[src/rtl/foc_pkg.sv]
`default_nettype none
// ============================================================================
//  Module   : foc_pkg
//  Purpose  : Shared types, state encoding and saturation helper for the
//             FOC current front end.
//  Revision : 1.0 - initial release
// ============================================================================
package foc_pkg;

    typedef enum logic [2:0] {
        ST_SETTLE = 3'd0,
        ST_ACCUM  = 3'd1,
        ST_CHECK  = 3'd2,
        ST_ERR    = 3'd3,
        ST_RUN    = 3'd4
    } cs_state_t;

    localparam int c_CUR_W = 16;

    typedef logic signed [c_CUR_W-1:0] cur_t;

    function automatic cur_t sat16(input logic signed [31:0] x);
        cur_t r;
        if (x > 32'sd32767) begin
            r = 16'sh7fff;
        end else if (x < -32'sd32768) begin
            r = 16'sh8000;
        end else begin
            r = x[15:0];
        end
        return r;
    endfunction

endpackage
`default_nettype wire

[src/rtl/cs_chan.sv]
`default_nettype none
// ============================================================================
//  Module   : cs_chan
//  Purpose  : One phase channel: offset accumulator, offset register,
//             offset removal with gain/saturation and overcurrent compare.
//  Revision : 1.0 - initial release
// ============================================================================
module cs_chan
    import foc_pkg::*;
#(
    parameter int          ADC_W      = 12,
    parameter int          AVG_LOG2   = 10,
    parameter int          GAIN_SHIFT = 4,
    parameter logic [15:0] OC_LIMIT   = 16'd30000
) (
    input  logic             clk,
    input  logic             rst_n,
    input  logic             i_clr,
    input  logic             i_acc_en,
    input  logic             i_load_off,
    input  logic [ADC_W-1:0] i_adc,
    output logic [ADC_W-1:0] o_off_now,
    output cur_t             o_s,
    output logic             o_oc
);

    localparam int c_ACC_W = ADC_W + AVG_LOG2;

    logic [c_ACC_W-1:0]      r_acc;
    logic [ADC_W-1:0]        r_off;
    logic signed [ADC_W:0]   w_d;
    logic signed [31:0]      w_shifted;
    logic [16:0]             w_s_ext;
    logic [16:0]             w_mag;
    logic                    w_unused_acc_lsb;

    always_ff @(posedge clk or negedge rst_n) begin
        if (!rst_n) begin
            r_acc <= '0;
        end else if (i_clr) begin
            r_acc <= '0;
        end else if (i_acc_en) begin
            r_acc <= r_acc + {{AVG_LOG2{1'b0}}, i_adc};
        end
    end

    always_ff @(posedge clk or negedge rst_n) begin
        if (!rst_n) begin
            r_off <= '0;
        end else if (i_load_off) begin
            r_off <= o_off_now;
        end
    end

    // Truncating average: the fractional bits are simply dropped.
    assign o_off_now        = r_acc[c_ACC_W-1:AVG_LOG2];
    assign w_unused_acc_lsb = ^r_acc[AVG_LOG2-1:0];

    assign w_d       = $signed({1'b0, i_adc}) - $signed({1'b0, r_off});
    assign w_shifted = {{(31-ADC_W){w_d[ADC_W]}}, w_d} <<< GAIN_SHIFT;
    assign o_s       = sat16(w_shifted);

    // Magnitude needs 17 bits so that -32768 compares correctly.
    assign w_s_ext = {o_s[15], o_s};
    assign w_mag   = o_s[15] ? (17'd0 - w_s_ext) : w_s_ext;
    assign o_oc    = (w_mag > {1'b0, OC_LIMIT});

endmodule
`default_nettype wire

[src/rtl/current_sense_calib.sv]
`default_nettype none
// ============================================================================
//  Module   : current_sense_calib
//  Purpose  : ADC phase-current front end: offset calibration, sanity check,
//             scaled/saturated current streaming and overcurrent latch.
//  Revision : 1.0 - initial release
// ============================================================================
module current_sense_calib
    import foc_pkg::*;
#(
    parameter int               ADC_W      = 12,
    parameter int               AVG_LOG2   = 10,
    parameter int               SETTLE_N   = 16,
    parameter int               GAIN_SHIFT = 4,
    parameter logic [ADC_W-1:0] OFF_MIN    = ADC_W'(1843),
    parameter logic [ADC_W-1:0] OFF_MAX    = ADC_W'(2253),
    parameter logic [15:0]      OC_LIMIT   = 16'd30000,
    parameter bit               IC_CALC    = 1'b1
) (
    input  logic             clk,
    input  logic             rst_n,
    input  logic             adc_valid,
    input  logic [ADC_W-1:0] adc_a,
    input  logic [ADC_W-1:0] adc_b,
    input  logic [ADC_W-1:0] adc_c,
    input  logic             recal,
    input  logic             fault_clr,
    output logic [15:0]      ia,
    output logic [15:0]      ib,
    output logic [15:0]      ic,
    output logic             i_valid,
    output logic             calib_done,
    output logic             calib_err,
    output logic             oc_fault
);

    localparam int c_SETTLE_BITS = $clog2(SETTLE_N + 1);
    localparam int c_CNT_W       = (c_SETTLE_BITS > AVG_LOG2 + 1) ? c_SETTLE_BITS : AVG_LOG2 + 1;
    localparam logic [c_CNT_W-1:0] c_SETTLE_LAST = c_CNT_W'(SETTLE_N - 1);
    localparam logic [c_CNT_W-1:0] c_ACCUM_LAST  = c_CNT_W'((1 << AVG_LOG2) - 1);

    cs_state_t          r_state;
    cs_state_t          w_next;
    logic [c_CNT_W-1:0] r_cnt;
    logic               w_clr;
    logic               w_cnt_clr;
    logic               w_cnt_inc;
    logic               w_acc_en;
    logic               w_load_off;
    logic               w_run_sample;
    logic               w_off_ok;
    logic               w_ok_a;
    logic               w_ok_b;
    logic               w_ok_c;
    logic               w_oc_c;
    logic               w_oc_any;
    logic [ADC_W-1:0]   w_off_a;
    logic [ADC_W-1:0]   w_off_b;
    logic [ADC_W-1:0]   w_off_c;
    cur_t               w_s_a;
    cur_t               w_s_b;
    cur_t               w_s_c;
    cur_t               w_ic;
    logic               w_oc_a;
    logic               w_oc_b;
    logic               w_oc_chan_c;

    always_ff @(posedge clk or negedge rst_n) begin
        if (!rst_n) begin
            r_state <= ST_SETTLE;
        end else begin
            r_state <= w_next;
        end
    end

    always_comb begin
        w_next     = r_state;
        w_clr      = 1'b0;
        w_cnt_clr  = 1'b0;
        w_cnt_inc  = 1'b0;
        w_acc_en   = 1'b0;
        w_load_off = 1'b0;
        if (recal) begin
            w_next = ST_SETTLE;
            w_clr  = 1'b1;
        end else begin
            case (r_state)
                ST_SETTLE: begin
                    if (adc_valid) begin
                        if (r_cnt == c_SETTLE_LAST) begin
                            w_next = ST_ACCUM;
                            w_clr  = 1'b1;
                        end else begin
                            w_cnt_inc = 1'b1;
                        end
                    end
                end
                ST_ACCUM: begin
                    if (adc_valid) begin
                        w_acc_en = 1'b1;
                        if (r_cnt == c_ACCUM_LAST) begin
                            w_next    = ST_CHECK;
                            w_cnt_clr = 1'b1;
                        end else begin
                            w_cnt_inc = 1'b1;
                        end
                    end
                end
                ST_CHECK: begin
                    w_load_off = 1'b1;
                    w_next     = w_off_ok ? ST_RUN : ST_ERR;
                end
                ST_ERR:  w_next = ST_ERR;
                ST_RUN:  w_next = ST_RUN;
                default: w_next = ST_SETTLE;
            endcase
        end
    end

    always_ff @(posedge clk or negedge rst_n) begin
        if (!rst_n) begin
            r_cnt <= '0;
        end else if (w_clr || w_cnt_clr) begin
            r_cnt <= '0;
        end else if (w_cnt_inc) begin
            r_cnt <= r_cnt + 1'b1;
        end
    end

    cs_chan #(.ADC_W(ADC_W), .AVG_LOG2(AVG_LOG2), .GAIN_SHIFT(GAIN_SHIFT), .OC_LIMIT(OC_LIMIT)) u_chan_a (
        .clk(clk), .rst_n(rst_n), .i_clr(w_clr), .i_acc_en(w_acc_en), .i_load_off(w_load_off),
        .i_adc(adc_a), .o_off_now(w_off_a), .o_s(w_s_a), .o_oc(w_oc_a)
    );

    cs_chan #(.ADC_W(ADC_W), .AVG_LOG2(AVG_LOG2), .GAIN_SHIFT(GAIN_SHIFT), .OC_LIMIT(OC_LIMIT)) u_chan_b (
        .clk(clk), .rst_n(rst_n), .i_clr(w_clr), .i_acc_en(w_acc_en), .i_load_off(w_load_off),
        .i_adc(adc_b), .o_off_now(w_off_b), .o_s(w_s_b), .o_oc(w_oc_b)
    );

    cs_chan #(.ADC_W(ADC_W), .AVG_LOG2(AVG_LOG2), .GAIN_SHIFT(GAIN_SHIFT), .OC_LIMIT(OC_LIMIT)) u_chan_c (
        .clk(clk), .rst_n(rst_n), .i_clr(w_clr), .i_acc_en(w_acc_en), .i_load_off(w_load_off),
        .i_adc(adc_c), .o_off_now(w_off_c), .o_s(w_s_c), .o_oc(w_oc_chan_c)
    );

    assign w_ok_a = (w_off_a >= OFF_MIN) && (w_off_a <= OFF_MAX);
    assign w_ok_b = (w_off_b >= OFF_MIN) && (w_off_b <= OFF_MAX);

    generate
        if (IC_CALC) begin : g_ic_calc
            logic signed [17:0] w_sum;
            logic signed [17:0] w_neg;
            logic               w_unused_c;
            // Derived from the already saturated A/B values, so the sum fits 18 bits.
            assign w_sum      = {{2{w_s_a[15]}}, w_s_a} + {{2{w_s_b[15]}}, w_s_b};
            assign w_neg      = 18'sd0 - w_sum;
            assign w_ic       = sat16({{14{w_neg[17]}}, w_neg});
            assign w_oc_c     = 1'b0;
            assign w_ok_c     = 1'b1;
            assign w_unused_c = ^{w_s_c, w_oc_chan_c, w_off_c};
        end else begin : g_ic_adc
            assign w_ic   = w_s_c;
            assign w_oc_c = w_oc_chan_c;
            assign w_ok_c = (w_off_c >= OFF_MIN) && (w_off_c <= OFF_MAX);
        end
    endgenerate

    assign w_off_ok     = w_ok_a && w_ok_b && w_ok_c;
    assign w_oc_any     = w_oc_a || w_oc_b || w_oc_c;
    assign w_run_sample = (r_state == ST_RUN) && adc_valid && !recal;

    always_ff @(posedge clk or negedge rst_n) begin
        if (!rst_n) begin
            ia      <= '0;
            ib      <= '0;
            ic      <= '0;
            i_valid <= 1'b0;
        end else if (recal) begin
            ia      <= '0;
            ib      <= '0;
            ic      <= '0;
            i_valid <= 1'b0;
        end else begin
            i_valid <= w_run_sample;
            if (w_run_sample) begin
                ia <= w_s_a;
                ib <= w_s_b;
                ic <= w_ic;
            end
        end
    end

    // A new overcurrent takes priority over a coincident clear request.
    always_ff @(posedge clk or negedge rst_n) begin
        if (!rst_n) begin
            oc_fault <= 1'b0;
        end else if (w_run_sample && w_oc_any) begin
            oc_fault <= 1'b1;
        end else if (fault_clr) begin
            oc_fault <= 1'b0;
        end
    end

    assign calib_done = (r_state == ST_RUN);
    assign calib_err  = (r_state == ST_ERR);

endmodule
`default_nettype wire

[config.mk]
export PLATFORM = sky130hd
export DESIGN_NAME = current_sense_calib
export DESIGN_NICKNAME = d
export VERILOG_FILES = /design/src/rtl/foc_pkg.sv /design/src/rtl/cs_chan.sv /design/src/rtl/current_sense_calib.sv
export SDC_FILE = /design/constraint.sdc
export NUM_CORES = 1
export LEC_CHECK = 0
export BUFFER_PORTS_ARGS = -buffer_cell sky130_fd_sc_hd__buf_4
export CORE_AREA = 3 3 170 172
export CTS_BUF_LIST = sky130_fd_sc_hd__clkbuf_8
export DETAILED_ROUTE_END_ITERATION = 10
export DIE_AREA = 0 0 173 175
export SLEW_MARGIN = 0
export SYNTH_ARGS = -nofsm -noshare
export SYNTH_HDL_FRONTEND = slang
export SYNTH_SLANG_ARGS = --single-unit
[constraint.sdc]
create_clock -name clk -period 4.6 [get_ports clk]
set_input_delay 0.69 -clock clk [delete_from_list [all_inputs] [get_ports clk]]
set_output_delay 0.69 -clock clk [all_outputs]
set_load 0.02 [all_outputs]
After elaboration in Yosys (flattened, before gate mapping)
Cells that the tools add are included.
- add/subtract/negate cells: 9
- $lt $le $gt $ge: 12
- equal/unequal tests: 10
- multiplexer cells: 49
- reductions and logical operators: 15
- operators with widths (cell ; number):
    two-way mux 16 bit ; 12
    two-way mux 22 bit ; 4
    adder 22 x 12 -> 22 bit ; 2
    > comparator 17 x 15 -> 1 bit (second input constant) ; 2
    > comparator 17 x 16 -> 1 bit (second input constant) ; 2
    less-than comparator 17 x 16 -> 1 bit (second input constant) ; 2
    two-way mux 17 bit ; 2
    subtractor 1 x 16 -> 17 bit (first input constant) ; 2
    subtractor 12 x 12 -> 13 bit ; 2
    >= comparator 12 x 11 -> 1 bit (second input constant) ; 2
    less-or-equal comparator 12 bit (second input constant) ; 2
    two-way mux 11 bit ; 2
    two-way mux 1 bit ; 21
    > comparator 18 x 16 -> 1 bit (second input constant) ; 1
    less-than comparator 18 x 16 -> 1 bit (second input constant) ; 1
    two-way mux 3 bit ; 6
    subtractor 1 x 17 -> 18 bit (first input constant) ; 1
    adder 16 x 16 -> 17 bit ; 1
    case mux 3 bit (5 select lines) ; 1
    inequality test 3 bit (second input constant) ; 4
    adder 11 x 1 -> 11 bit (second input constant) ; 1
    == test 11 x 10 -> 1 bit (second input constant) ; 1
    == test 11 x 4 -> 1 bit (second input constant) ; 1
    nonzero test 2 bit ; 4
    9 further kinds ; 16
- flip-flop bits (word level): 132
- input bits: 41
- logic and storage cells: 106

Depth between registers and ports, before layout
Gate-level depths: netlist of run 1.
- depth after elaboration: 11
- depth in mapped cells: 24

By module
A second synthesis of run 1 with hierarchy kept.
- cells, all modules: 1119
- area, all modules: 9624.2 um^2
- modules (own cells, without submodules) (module ; times used ; cells an instance ; area an instance (um^2) ; seq. area each (um^2)):
    cs_chan ; 2 ; 333 ; 2825.2 ; 850.8
    current_sense_calib ; 1 ; 453 ; 3973.8 ; 1601.5

Worst setup path after synthesis of run 1
OpenSTA, ideal clock, no wires.
- kind: in2reg
- start: input port adc_b[0]
- end: register ic[5]
- setup time: 0.136 ns
- data arrival time: 5.143 ns
- data required time: 4.464 ns
- path slack: -0.679 ns
- stages on the path: 22
- cells stage by stage: inv_1 ha_1 inv_1 fa_1 a21oi_2 o221ai_2 and2_4 a311oi_4 clkbuf_1 nand2_1 o21ai_0 ha_1 ha_1 o21a_1 o21ai_0 a21oi_1 o41ai_1 o21ai_0 xnor2_1 o211ai_1 buf_2 o211ai_1
- cells in the longest elaborated chain, start to end: 11
- elaborated cells on any way between the ends: 13
- ends and longest elaborated chain (what ; line ; text):
    start, declared ; current_sense_calib.sv:24 ; input logic [ADC_W-1:0] adc_b,
    subtractor 12 x 12 -> 13 bit (*) ; cs_chan.sv:59 ; assign w_d = $signed({1'b0, i_adc}) - $signed({1'b0, r_off});
    less-than comparator 17 x 16 -> 1 bit ; foc_pkg.sv:26 ; end else if (x < -32'sd32768) begin
    two-way mux 16 bit ; foc_pkg.sv:26 ;
    two-way mux 16 bit (*) ; foc_pkg.sv:24 ; if (x > 32'sd32767) begin
    adder 16 x 16 -> 17 bit (*) ; current_sense_calib.sv:154 ; assign w_sum = {{2{w_s_a[15]}}, w_s_a} + {{2{w_s_b[15]}}, w_s_b};
    subtractor 1 x 17 -> 18 bit (*) ; current_sense_calib.sv:155 ; assign w_neg = 18'sd0 - w_sum;
    less-than comparator 18 x 16 -> 1 bit ; foc_pkg.sv:26 ;
    two-way mux 16 bit ; foc_pkg.sv:26 ;
    two-way mux 16 bit (*) ; foc_pkg.sv:24 ;
    two-way mux 16 bit (*) ; current_sense_calib.sv:184 ; if (w_run_sample) begin
    two-way mux 16 bit (*) ; current_sense_calib.sv:177 ; end else if (recal) begin
    end signal, assigned ; current_sense_calib.sv:187 ; ic <= w_ic;
    end, declared ; current_sense_calib.sv:30 ; output logic [15:0] ic,
Mark *: on every way between the ends. The rest lies on a longest branch, timed or not. The select of a mux whose other input is x is not followed.
A chain may end at the register's enable or synchronous reset.

Worst setup path after layout of run 1
- start: input port adc_b[0]
- end: register ic[2]
The elaborated chain is that of the path after synthesis.

==> results_dict.tcl, run 1 <==
set metrics [dict create \
    wirelength_um 28000 \
    portBuffers 80 \
    slew-limit-headroom_pct 36.1 \
    vdd_drop_max_mv 0.123 \
    overflow 0 \
    dieArea_um2 30300 \
    final_cell_mix "303 x buf_4, 126 x dfrtp_1, 110 x nand2_1" \
    drtIter0Drc 657 \
    layout-drive-gt1-share_pct 31.6 \
    finalCritPeriodShare_pct 97.8 \
    synth-edff-count 0 \
    async_flop_share_pct 100 \
    dp.cells 1748 \
    finalHoldViolations 0 \
    antenna_found_initial 0 \
    rsz0062_at_grt "true" \
    ys_warn_count 0 \
    stdcell_area_um2 13200 \
    postPlaceCellArea_um2 12200 \
    clkSinkCount 126 \
    report.final.slew_viol_count 0 \
    dp_slack_ps -509 \
    first_pass_iters 6 \
    cts-buffers-inserted 17 \
    nFillCells 2713 \
    drc_errors 0 \
    synth_area_um2 9610 \
    synthToLayoutAreaGrowth_pct 37.7 \
    finalNonFillerCells 1813 \
    die_h_um 175 \
    cp-startpoint "adc_b[0]" \
    coreArea_um2 27600 \
    track_usage_pct 17.7 \
    ys_seq_elements 126 \
    drtAntennaViolNets 0 \
    cts-root-buf "clkbuf_8" \
    synthDistinctLibCells 84 \
    power_density_nw_per_um2 214 \
    p_sw_share_pct 31.0 \
    rrSetupSlack_ps 120 \
    place_congestion 0.906 \
    hpwl_um 21000 \
    finClkSkew_ps 18.5 \
    postCtsHoldBufs 0 \
    combPwrFrac_pct 26.9 \
    clkLatencyLatePin_ps 460 \
    viasPerCell 5.15 \
    worst_r2r_endpoint "ic[2]" \
    final_common_cell "buf_4" \
    internal-power_mw 1.95 \
    period_minus_slack_ps 4500 \
    first_global_vias 8780 \
    synthesis.nets 1259 \
    ys_seq_area_share_pct 32.8 \
    ioPinCount 93 \
    tightest_slew_ps 958 \
    ys.flop_type "dfrtp_1" \
    final_nets 1545 \
    wl_per_cell_um 15.4 \
    p_switching_mw 0.878 \
    cp.required_ps 4930 \
    clkPwrFrac_pct 33.9 \
    die_w_um 173 \
    p_leak_nw 6.04 \
    path_class "in2reg" \
    grt_max_degree 70 \
    vias 9339 \
    sequentialPowerShare_pct 39.3 \
    outcome "complete, no violations" \
    row_count 61 \
    hold_slack_ps 353 \
    cts_tree "built" \
    diodes 0 \
    end_kind "flop" \
    cts.clk_slew.worst_paths_ps 80 \
    htree_levels 4 \
    fmax_ghz 0.222 \
    drv_cap 0 \
    avgSynthCellArea_um2 8.45 \
    start_kind "input port" \
    fin_ws_ps 101 \
    worstPathArrival_ps 4830 \
    cts_max_path_buffers 2 \
    hold_path_class "in2async" \
    r2r_cells 22 \
    syn_inst 1137 \
    grt_pass1_wl_um 44200 \
    start_util_pct 34.8 \
    cp_max_fo 5 \
    setup_violations 0 \
    reg2reg_from "u_chan_a.r_off[0]" \
]
==> cell type report <==
cell class | instances | area (um^2) | share of cell area (%)
Multi-Input combinational cell | 904 | 6520 | 49.2
Sequential cell | 126 | 3150 | 23.8
Timing Repair Buffer | 319 | 2480 | 18.8
Tap cell | 378 | 473 | 3.58
Clock buffer | 19 | 262 | 1.98
Inverter | 55 | 229 | 1.73
Clock inverter | 12 | 114 | 0.861
==> flip-flops by register name, summed over array words and instances (netlist names) <==
name / flops
u_chan_a.r_acc: 22
i_valid: 1
ic: 16
u_chan_b.r_off: 12
oc_fault: 1
ia: 13
u_chan_b.r_acc: 22
ib: 13
u_chan_a.r_off: 12
r_state: 3
r_cnt: 11
==> metrics by stage <==
step / utilization [%] / TNS [ps] / total power, mW
after global placement: 44.2 / -6500 / 1.80
after detailed placement: 44.2 / -7630 / 1.81
after CTS: 46.0 / 0 / 2.78
after global routing: 47.9 / -1250 / 2.96
final: 47.9 / 0 / 2.83
after floorplan: - / -2860 / 1.51
==> per-layer routing <==
metal / vias up / GRT usage [%] / share of wire [%]
met3: 30 / 2.59 / 3.8
met2: 197 / 28.8 / 46
met1: 4427 / 24.6 / 48
met4: 0 / 4.90 / 1.6
met5: - / 0 / 0
li1: 4685 / - / -
==> synth_stat cells (32+ instances only) <==
| master | number | area, um^2 |
|---|---|---|
| xnor2_1 | 34 | 298 |
| a211oi_1 | 33 | 248 |
| dfrtp_1 | 126 | 3150 |
| a21oi_1 | 72 | 360 |
| clkbuf_1 | 32 | 120 |
| o21ai_0 | 94 | 470 |
| nand3_1 | 41 | 205 |
| nand2_1 | 114 | 428 |
| ha_1 | 76 | 951 |
| nor2_1 | 103 | 387 |
| xor2_1 | 39 | 342 |
| inv_1 | 51 | 191 |
==> power groups by stage <==
stage          combinational, mW  sequential (mW)  clock [mW]
2_1_floorplan              0.378             1.13           0
5_1_grt                    0.829             1.11        1.02
4_1_cts                    0.687             1.11       0.980
3_5_place_dp               0.676             1.13           0
3_3_place_gp               0.671             1.13           0
6_report                   0.760             1.11       0.958
==> cells by family after synthesis <==
kind of cell               share of synthesized area (%)
DFF                                                 32.8
AOI/OAI and AO/OA                                   23.7
adders and majority gates                           11.6
buffers and inverters                               4.68
and+or+nand+nor                                     19.6
muxes                                              0.964
xor gates and xnor gates                            6.65
==> repair_timing <==
item	CTS	global route
gates resized for setup	7	76
setup endpoints to repair	9	16
pin swaps	10	51
buffers inserted	11	23
gates cloned	1	1
==> worst max-delay path: stages <==
cell and delay (ps):
buf_4 140, inv_12 50, ha_4 110, inv_2 30
fa_2 370, a21oi_4 160, o221ai_2 130, and2_4 180
xnor2_1 380, maj3_2 380, ha_4 220, ha_4 220
a21oi_4 140, o21bai_1 90, a21o_1 220, o41ai_2 340
a211oi_2 90, and3_4 220, nand2b_4 150, a32oi_4 250
buf_6 160, o211ai_1 80
==> worst max path at each step <==
stage,to,depth (start not counted)
after floorplan,ic[6],23
after global placement,ic[2],23
after detailed placement,ic[1],24
after CTS,ic[10],27
after global routing,ic[14],24
final,ic[2],22
Power figures use the tool's default switching activity.
==> inputs of run 2 (changes only) <==
--- a/config.mk
+++ b/config.mk
@@ -6,10 +6,11 @@
 export NUM_CORES = 1
 export LEC_CHECK = 0
 export BUFFER_PORTS_ARGS = -buffer_cell sky130_fd_sc_hd__buf_4
-export CORE_AREA = 3 3 170 172
+export CORE_AREA = 3 3 143 145
 export CTS_BUF_LIST = sky130_fd_sc_hd__clkbuf_8
 export DETAILED_ROUTE_END_ITERATION = 10
-export DIE_AREA = 0 0 173 175
+export DIE_AREA = 0 0 146 148
+export PLACE_DENSITY = 0.71
 export SLEW_MARGIN = 0
 export SYNTH_ARGS = -nofsm -noshare
 export SYNTH_HDL_FRONTEND = slang
==> constraint.sdc (replaced) <==
create_clock -name clk -period 4.6 [get_ports clk]
set_input_delay 0.69 -clock clk [delete_from_list [all_inputs] [get_ports clk]]
set_output_delay 0.69 -clock clk [all_outputs]
set_load 0.005 [all_outputs]
==> run 2 against run 1 <==
- non-clock buffer count down 16
- hold slack worse by 62 ps
- critical endpoint is now ic[7]
- wire length down 2.9%
- core utilization up 19 points
- final cell count down 7.1%
- first-iteration DRC count up 22%
==> results_dict.tcl, run 2 (synthesized netlist as in run 1, its figures left out) <==
set metrics [dict create \
    grt_pass1_wl_um 43900 \
    vdd_drop_max_mv 0.180 \
    rrSetupSlack_ps 70 \
    finClkSkew_ps 24.9 \
    first_global_vias 8940 \
    drtIter0Drc 800 \
    end_kind "flop" \
    coreArea_um2 19300 \
    p_leak_nw 5.99 \
    start_kind "input port" \
    setup_violations 0 \
    drtAntennaViolNets 0 \
    start_util_pct 49.7 \
    cp-startpoint "adc_a[0]" \
    path_class "in2reg" \
    cts-buffers-inserted 17 \
    drv_cap 0 \
    antenna_found_initial 0 \
    die_w_um 146 \
    die_h_um 148 \
    worst_r2r_endpoint "ic[7]" \
    slew-limit-headroom_pct 17.2 \
    fin_ws_ps 39.4 \
    tightest_slew_ps 1240 \
    reg2reg_from "u_chan_a.r_off[0]" \
    clkSinkCount 126 \
    worstPathArrival_ps 4890 \
    ioPinCount 93 \
    postPlaceCellArea_um2 12100 \
    final_cell_mix "294 x buf_4, 126 x dfrtp_1, 109 x nand2_1" \
    overflow 0 \
    synthToLayoutAreaGrowth_pct 34.7 \
    finalHoldViolations 0 \
    hold_path_class "in2async" \
    drc_errors 0 \
    rsz0062_at_grt "true" \
    top_regs "u_chan_a.r_acc (22), u_chan_b.r_acc (22), ic (16)" \
    track_usage_pct 24.7 \
    grt_max_degree 68 \
    htree_levels 4 \
    portBuffers 80 \
    final_nets 1529 \
    cts.clk_slew.worst_paths_ps 100 \
    cts_tree "built" \
    dp_slack_ps -513 \
    dieArea_um2 21600 \
    wl_per_cell_um 16.1 \
    postCtsHoldBufs 0 \
    finalPower_mw 2.90 \
    crit_end "ic[7]" \
    cp.required_ps 4930 \
    clkLatencyLatePin_ps 460 \
    fmax_ghz 0.219 \
    row_count 51 \
    wirelength_um 27200 \
    period_minus_slack_ps 4560 \
    layout-drive-gt1-share_pct 30.2 \
    stdcell_area_um2 12900 \
    viasPerCell 5.61 \
    r2r_cells 23 \
    first_pass_iters 5 \
    place_congestion 0.903 \
    final_common_cell "buf_4" \
    fin_setup_tns_ps 0 \
    cts_max_path_buffers 2 \
    cp_max_fo 5 \
    nFillCells 1552 \
    hpwl_um 20200 \
    vias 9448 \
    finalCritPeriodShare_pct 99.1 \
    report.final.slew_viol_count 0 \
    cts-root-buf "clkbuf_8" \
    diodes 0 \
    power_density_nw_per_um2 224 \
    outcome "complete, no violations" \
]
## run 2: cell count changes in the layout (fill, tap and decap cells not counted), moves of 2 or more
cell        change
a21oi_2         +2
buf_4           -9
buf_6           -6
clkinv_2        -2
clkinv_4        -2
clkinvlp_4      -2
ha_1            +3
ha_2            -2
inv_2           +2
inv_6           +3
inv_8           +2
nor2_1          +5
nor2_2          -5
## run 2: report_power, final
group,total [mW],switching [mW],internal [mW]
logic,0.735,0.371,0.364
registers,1.11,0.00193,1.11
clock network,1.06,0.538,0.518
## run 2: cell type report
type	instances	area, um^2	area share (%)
repair buffers	303	2350	18.1
well taps	265	332	2.56
clock buffers	18	248	1.91
clock inverters	14	175	1.35
flip-flops and latches	126	3150	24.4
multi-input cells	904	6470	50.0
inverters	55	221	1.71
## run 2: how the worst min path moves through the flow
stage,startpoint,end,slack [ps]
2_1_floorplan,rst_n,i_valid,390
3_3_place_gp,ic[3],ic[3],460
3_5_place_dp,ic[3],ic[3],460
4_1_cts,rst_n,ic[11],310
5_1_grt,rst_n,ic[3],340
6_report,rst_n,ic[3],290
## run 2: worst max-delay path, cell delays in order
cell	delay (ps)
buf_4	130
inv_2	60
ha_4	130
inv_2	40
fa_2	410
a211oi_4	290
o21ai_2	90
and2_4	170
a31oi_4	210
buf_6	140
inv_2	50
nor2_1	100
a21o_1	160
ha_4	230
ha_4	260
a21oi_4	130
o21bai_1	80
a21o_1	250
o41ai_2	290
a211oi_1	90
and3_4	230
nand2b_4	140
a32oi_4	230
buf_4	180
o211ai_1	90
## run 2: timing repair
| item | 4_1_cts | 5_1_grt |
|---|---|---|
| pin swaps | 6 | 33 |
| resized for setup | 10 | 51 |
| setup buffers | 5 | 11 |
| setup endpoints to repair | 16 | 16 |
| gates cloned | 1 | 1 |
## run 2: through the flow
stage	utilization (%)	instances	hold WS, ps
detailed placement	62.4	1635	465
finish	67.0	1685	291
CTS	65.1	1673	308
floorplan	-	1137	394
global route	67.0	1685	337
global placement	62.4	1635	462
## run 2: metal layers
metal,part of all wire (%),vias up,global-route usage [%]
li1,-,4657,-
met1,45,4470,33.3
met2,47,269,40.4
met3,5.0,52,4.11
met4,2.9,0,9.08
met5,0,-,0
